### config.mk
export PLATFORM = sky130hd
export DESIGN_NAME = serial_pattern_gen
export DESIGN_NICKNAME = d
export VERILOG_FILES = /design/src/rtl/serial_pattern_pkg.sv /design/src/rtl/serial_pattern_gen.sv
export SDC_FILE = /design/constraint.sdc
export NUM_CORES = 1
export LEC_CHECK = 0
export ABC_AREA = 1
export CAP_MARGIN = 20
export CORE_ASPECT_RATIO = 1.4
export CORE_UTILIZATION = 55
export DETAILED_ROUTE_END_ITERATION = 12
export PLACE_DENSITY = 0.81
export SLEW_MARGIN = 20
export SYNTH_ARGS = -nofsm -noshare
export SYNTH_HDL_FRONTEND = slang
export SYNTH_SLANG_ARGS = --single-unit
### constraint.sdc
create_clock -name CLK -period 4.05 [get_ports CLK]
set_clock_uncertainty 0.15 [all_clocks]
set_input_delay 0.81 -clock CLK [delete_from_list [all_inputs] [get_ports CLK]]
set_output_delay 0.81 -clock CLK [all_outputs]
set_load 0.01 [all_outputs]
### src/rtl/serial_pattern_pkg.sv
// Shared constants and state encoding for the serial pattern transmitter.
package serial_pattern_pkg;

    localparam int   DEFAULT_WIDTH = 8;
    localparam logic IDLE_LEVEL    = 1'b1;

    typedef enum logic [1:0] {
        IDLE  = 2'd0,
        SHIFT = 2'd1,
        GAP   = 2'd2,
        DONE  = 2'd3
    } state_t;

endpackage

### src/rtl/serial_pattern_gen.sv
// MSB-first serial transmitter of a latched pattern, with programmable repeats
// separated by a one-cycle idle gap. All outputs come straight from flops.
module serial_pattern_gen
    import serial_pattern_pkg::*;
#(
    parameter int WIDTH = DEFAULT_WIDTH,
    parameter int LEN_W = 4,
    parameter int CNT_W = 4
) (
    input  logic             CLK,
    input  logic             Reset,
    input  logic             Start,
    input  logic [WIDTH-1:0] Pattern,
    input  logic [LEN_W-1:0] Length,
    input  logic [CNT_W-1:0] Repeat,
    output logic             Serial_Out,
    output logic             Valid,
    output logic             Busy,
    output logic             Done
);

    state_t           state_q, state_d;
    logic [WIDTH-1:0] pat_q, pat_d;
    logic [LEN_W-1:0] len_q, len_d;
    logic [LEN_W-1:0] idx_q, idx_d;
    logic [CNT_W-1:0] rep_q, rep_d;
    logic             serial_q, serial_d;
    logic             valid_q, valid_d;
    logic             busy_q, busy_d;
    logic             done_q, done_d;
    logic [LEN_W-1:0] len_eff;

    // Index is LEN_W wide but the pattern only has WIDTH bits; select explicitly.
    function automatic logic pick_bit(input logic [WIDTH-1:0] pat,
                                      input logic [LEN_W-1:0] idx);
        logic b;
        b = 1'b0;
        for (int i = 0; i < WIDTH; i++)
            if (idx == LEN_W'(i)) b = pat[i];
        return b;
    endfunction

    assign len_eff = (Length > LEN_W'(WIDTH)) ? LEN_W'(WIDTH) : Length;

    // Outputs are computed for the next state so they register alongside it.
    always_comb begin
        state_d  = state_q;
        pat_d    = pat_q;
        len_d    = len_q;
        idx_d    = idx_q;
        rep_d    = rep_q;
        serial_d = IDLE_LEVEL;
        valid_d  = 1'b0;
        busy_d   = 1'b0;
        done_d   = 1'b0;
        case (state_q)
            IDLE: begin
                if (Start) begin
                    pat_d = Pattern;
                    len_d = len_eff;
                    rep_d = Repeat;
                    if (len_eff == '0) begin
                        idx_d   = '0;
                        state_d = DONE;
                        done_d  = 1'b1;
                    end else begin
                        idx_d    = len_eff - LEN_W'(1);
                        state_d  = SHIFT;
                        serial_d = pick_bit(Pattern, len_eff - LEN_W'(1));
                        valid_d  = 1'b1;
                        busy_d   = 1'b1;
                    end
                end
            end
            SHIFT: begin
                if (idx_q == '0) begin
                    if (rep_q != '0) begin
                        rep_d   = rep_q - CNT_W'(1);
                        state_d = GAP;
                        busy_d  = 1'b1;
                    end else begin
                        state_d = DONE;
                        done_d  = 1'b1;
                    end
                end else begin
                    idx_d    = idx_q - LEN_W'(1);
                    serial_d = pick_bit(pat_q, idx_q - LEN_W'(1));
                    valid_d  = 1'b1;
                    busy_d   = 1'b1;
                end
            end
            GAP: begin
                idx_d    = len_q - LEN_W'(1);
                state_d  = SHIFT;
                serial_d = pick_bit(pat_q, len_q - LEN_W'(1));
                valid_d  = 1'b1;
                busy_d   = 1'b1;
            end
            DONE: begin
                state_d = IDLE;
            end
            default: begin
                state_d = IDLE;
            end
        endcase
    end

    always_ff @(posedge CLK) begin
        if (Reset) begin
            state_q  <= IDLE;
            pat_q    <= '0;
            len_q    <= '0;
            idx_q    <= '0;
            rep_q    <= '0;
            serial_q <= IDLE_LEVEL;
            valid_q  <= 1'b0;
            busy_q   <= 1'b0;
            done_q   <= 1'b0;
        end else begin
            state_q  <= state_d;
            pat_q    <= pat_d;
            len_q    <= len_d;
            idx_q    <= idx_d;
            rep_q    <= rep_d;
            serial_q <= serial_d;
            valid_q  <= valid_d;
            busy_q   <= busy_d;
            done_q   <= done_d;
        end
    end

    assign Serial_Out = serial_q;
    assign Valid      = valid_q;
    assign Busy       = busy_q;
    assign Done       = done_q;

endmodule
# After elaboration in Yosys (flattened, before gate mapping)
# Index checks and enable logic that the tools add are counted.
# W data, S select, Z words.
[op_classes] n_addsub=4 mul=0 n_div=0 magnitude_cmp=1 eq_ne=28 shift=0 n_mux=54 n_bitwise=0 n_reduce_logical=13
[op_table] cell="$eq A4 B3 Y1 const B" n=12
[op_table] cell="$mux W1" n=37
[op_table] cell="$mux W4" n=7
[op_table] cell="$eq A4 B2 Y1 const B" n=6
[op_table] cell="$logic_not A4 Y1" n=5
[op_table] cell="$sub A4 B1 Y4 const B" n=4
[op_table] cell="$eq A4 B1 Y1 const B" n=3
[op_table] cell="$pmux W4 S3" n=1
[op_table] cell="$pmux W1 S3" n=3
[op_table] cell="$ne A2 B2 Y1 const B" n=4
[op_table] cell="$pmux W2 S4" n=1
[op_table] cell="$pmux W4 S2" n=1
[op_table] cell="$mux W2" n=3
[op_table] cell="$eq A2 B2 Y1 const B" n=2
[op_table] cell="$gt A4 B4 Y1 const B" n=1
[op_table] cell="$reduce_and A2 Y1" n=2
[op_table] cell="$reduce_and A4 Y1" n=1
[op_table] cell="$reduce_bool A4 Y1" n=1
[op_table] cell="$reduce_and A3 Y1" n=1
[op_table] cell="$reduce_bool A3 Y1" n=1
[op_table] cell="$eq A2 B1 Y1 const B" n=1
[op_table] cell="$logic_not A2 Y1" n=1
[op_table] cell="$pmux W1 S2" n=1
[op_table] cell="$reduce_bool A2 Y1" n=1
[totals] regBits=26 latchBits=0 mem_bits_rw=0 romBits=0 input_bits=19 mem_count=0

# Logic depth before layout (Yosys ltp)
[logic_depth] word_depth=15 ltp_mapped=12 ltp_nobuf=12

# Least setup slack after synthesis
# OpenSTA, ideal clock, no wires.
[synth_path] kind="input to register" from="in Pattern[0]" to="reg serial_q, in the netlist Serial_Out" setup_ns=0.117 arrival_time_ns=1.469 slack_ns=2.314 cell_stages=9 n_path_buf=0 cell_sequence="or2_1 nand3_1 nand2_1 nand2_1 nand3_1 nand2_1 nand2_1 a21oi_1 nand2_1"
[synth_via] elab_chain_len=11
[synth_rtl] item="from (decl)" line_no="serial_pattern_gen.sv:13" source="input logic [WIDTH-1:0] Pattern,"
[synth_rtl] item="$mux W1 (8 in series)" line_no="serial_pattern_gen.sv:39" source="if (idx == LEN_W'(i)) b = pat[i];"
[synth_rtl] item="$mux W1" line_no="serial_pattern_gen.sv:62" source="if (len_eff == '0) begin"
[synth_rtl] item="$mux W1" line_no="serial_pattern_gen.sv:58" source="if (Start) begin"
[synth_rtl] item="$pmux W1 S3" line_no="serial_pattern_gen.sv:56" source="case (state_q)"
[synth_rtl] item="to (signal assigned)" line_no="serial_pattern_gen.sv:125" source="serial_q <= serial_d;"
[synth_rtl] item="to (decl)" line_no="serial_pattern_gen.sv:27" source="logic serial_q, serial_d;"
# Every way passes these cells.
# A chain may end at the register's enable or synchronous reset.

# Worst setup path in the final report
[layout_path] from="in Start" to="reg busy_q, in the netlist Busy"
[layout_via] elab_chain_len=2
[layout_rtl] item="from (decl)" line_no="serial_pattern_gen.sv:12" source="input logic Start,"
[layout_rtl] item="$mux W1" line_no="serial_pattern_gen.sv:58"
[layout_rtl] item="$pmux W1 S3" line_no="serial_pattern_gen.sv:56"
[layout_rtl] item="to (signal assigned)" line_no="serial_pattern_gen.sv:127" source="busy_q <= busy_d;"
[layout_rtl] item="to (decl)" line_no="serial_pattern_gen.sv:29" source="logic busy_q, busy_d;"
# Every way passes these cells.

==> results by group <==
Yosys
  • Synthesized netlist cell count: 273
  • Mapped Nets: 305
  • Seq/Total Area, Yosys: 0.293
  • Syn Area/Cell: 6.51 um2
  • Synth warn: 0
  • Cell area after synthesis: 1780 um2
  • Distinct cells, synth: 33
  • Yosys reg bits: 26

Power and ir drop
  • Clock power frac: 0.154
  • Combinational power share: 0.560
  • Peak VDD IR: 461 uV
  • Int Power: 764 uW
  • Cell Pwr Density: 672 nW/um2
  • Sequential power share: 0.286
  • Design Power: 1.41 mW
  • Net Sw Frac: 0.457
  • Leakage power: 0.967 nW
  • P_sw: 644 uW

Status
  • Outcome: complete, no violations

Clock tree
  • Clock Latency Late Sink: 0.28 ns
  • CTS Hold Bufs: 0
  • Clk slew on worst S/H paths: 0.09 ns
  • H-tree Lvls: 1
  • Postcts setup bufs: 0
  • Post-CTS Resized: 0
  • Clock Sinks: 26
  • CTS Root Cell: clkbuf_8
  • CTS Buffer Depth: 2
  • TritonCTS clock tree: yes
  • Clock buffer count from CTS: 3

Detailed routing
  • Starting DRC count in detailed routing: 51
  • WL final: 4.06 mm
  • Via count: 1765
  • DR DRC count: 0
  • 1st-pass router iterations: 4
  • Routed len/inst: 12.2 um
  • Vias per cell: 5.30
  • Post-route antenna net violation count: 0

Finish
  • Multi-input gate area: 1050 um2
  • Layout cells sized above 1: 0.0884
  • Most frequent cells in the layout: nand2_1 (61), inv_1 (35), dfxtp_1 (26)
  • Finished Cell Area: 2100 um2
  • Commonest non-fill, non-tap cell in the layout: nand2_1
  • Fin cells: 333
  • Synthesis-to-layout area growth: 17.9%
  • Util after Layout: 0.678
  • Filler instances: 274
  • Register area: 520 um2
  • Layout net count: 327
  • Antenna cells: 0

Die
  • Core box area: 3090 um2
  • Initial core utilization: 0.575
  • Row cnt: 24
  • Io pins: 23
  • Die area: 3470 um2
  • Die width: 50.1 um
  • Die Height: 69.3 um

Global route
  • All-layer global routing usage: 0.258
  • Total congestion overflow: 0
  • Largest net degree at the start of global routing: 20
  • Wire length of the first global-routing pass: 6.96 mm
  • Vias in the first global route: 1623
  • Initial antenna violation count: 0

Critical path
  • Critical path's largest stage delay: 0.48 ns
  • Critical path cell sequence: clkdlybuf4s50_1, nand2_1, inv_2, nand2_1, o21ai_1, nor2_1, nor2_1
  • CP required: 4.07 ns
  • Top fanout value on the critical path: 19
  • CP endpoint kind: flip-flop
  • Slowest CP cell: clkdlybuf4s50_1
  • Setup slack, reg-to-reg: 2.08 ns
  • Worst Path Arrival: 2.27 ns
  • Kind of critical path: in -> reg
  • Worst setup SP type: primary input

Place
  • Setup WS pre-CTS: 1.56 ns
  • Placer congestion estimate: 0.835
  • Placed insts: 329
  • Detailed Place HPWL: 3.28 mm
  • IO Port Bufs: 22
  • Post-DP Area: 2020 um2

Timing
  • RSZ-0062 raised after global routing: false
  • Final worst path period share: 0.555
  • Slew headroom: 0.635
  • Final Hold Fails: 0
  • Fin. max-slew vios: 0
  • Worst hold slack: 0.329 ns
  • Final WS setup: 1.80 ns
  • Slew of the pin with the lowest slew margin: 0.546 ns
  • Post-route minimum period: 2.25 ns
  • Final setup vio count: 0
  • Fmax: 0.445 GHz
  • Total negative setup slack: 0 ns

Min path
  • Worst min path class: reg -> reg

Job
  • Number of max-cap violations: 0
[synthesized netlist by cell type]
master / number / area (um2)
a211oi_1: 1 / 7.51
inv_1: 35 / 131
nand2_1: 61 / 229
dfxtp_1: 26 / 521
nand3_2: 1 / 10.0
a21boi_0: 1 / 7.51
nand3b_1: 1 / 7.51
o21ai_1: 12 / 60.1
nand3_1: 20 / 100
inv_4: 2 / 12.5
a31oi_1: 3 / 18.8
or2_1: 1 / 6.26
inv_2: 10 / 37.5
o21ai_0: 19 / 95.1
nor2_4: 1 / 11.3
o21ai_2: 1 / 8.76
nor2_8: 1 / 20.0
nand2_4: 2 / 22.5
a21oi_4: 1 / 16.3
o22ai_1: 3 / 18.8
ha_1: 13 / 163
nor3_1: 2 / 10.0
o31ai_1: 1 / 7.51
or2_2: 1 / 6.26
nor2_2: 1 / 6.26
nand4_1: 3 / 18.8
o211ai_1: 1 / 7.51
nand2_2: 1 / 6.26
buf_2: 3 / 15.0
o21a_1: 1 / 7.51
a21oi_1: 19 / 95.1
nor2_1: 23 / 86.3
clkbuf_1: 2 / 7.51
[cell type report]
type | count | share of cell area
multi-input cells | 195 | 0.503
flip-flops and latches | 26 | 0.248
repair buffers | 22 | 0.105
inverters | 47 | 0.0866
well taps | 39 | 0.0233
clock buffers | 3 | 0.0197
clock inverters | 1 | 0.0143
[kinds of logic after synthesis]
logic type | count (synthesis) | share of synthesized area
compound gates | 63 | 0.197
fa+ha+maj | 13 | 0.0915
buf+inv | 52 | 0.115
flops | 26 | 0.293
simple gates | 119 | 0.304
[critical path: cells and delay by family]
family                 cells  cell delay (ns)
and+or+nand+nor            4             0.73
buffers and inverters      2             0.67
AOI/OAI and AO/OA          1             0.07
[sequential cells by signal, indices dropped and copies added, names as in the netlist]
register,flops
len_q,4
Busy,1
pat_q,8
Valid,1
Serial_Out,1
state_q,2
Done,1
idx_q,4
rep_q,4
[final timing paths]
path                   start       end  cells past startpoint
setup / recovery       Start      Busy                      7
hold reg to reg     idx_q[3]  idx_q[3]                      2
hold / removal      idx_q[3]  idx_q[3]                      2
setup reg to reg  state_q[1]  idx_q[0]                      8
[power groups by stage]
stage               registers [mW]  logic (mW)  clock network (mW)
finish                       0.402       0.789               0.217
detailed placement           0.407       0.787                   0
global placement             0.406       0.777                   0
global route                 0.413       0.896               0.228
CTS                          0.401       0.789               0.219
floorplan                    0.398       0.605                   0
[per-layer routing]
layer / share of wire / up-vias / track usage
met5: 0 / - / 0
met4: 0.012 / 0 / 0.0825
met3: 0.038 / 4 / 0.0197
met2: 0.53 / 40 / 0.487
met1: 0.42 / 794 / 0.292
li1: - / 927 / -
No activity file was read; power rests on OpenSTA's default activity.
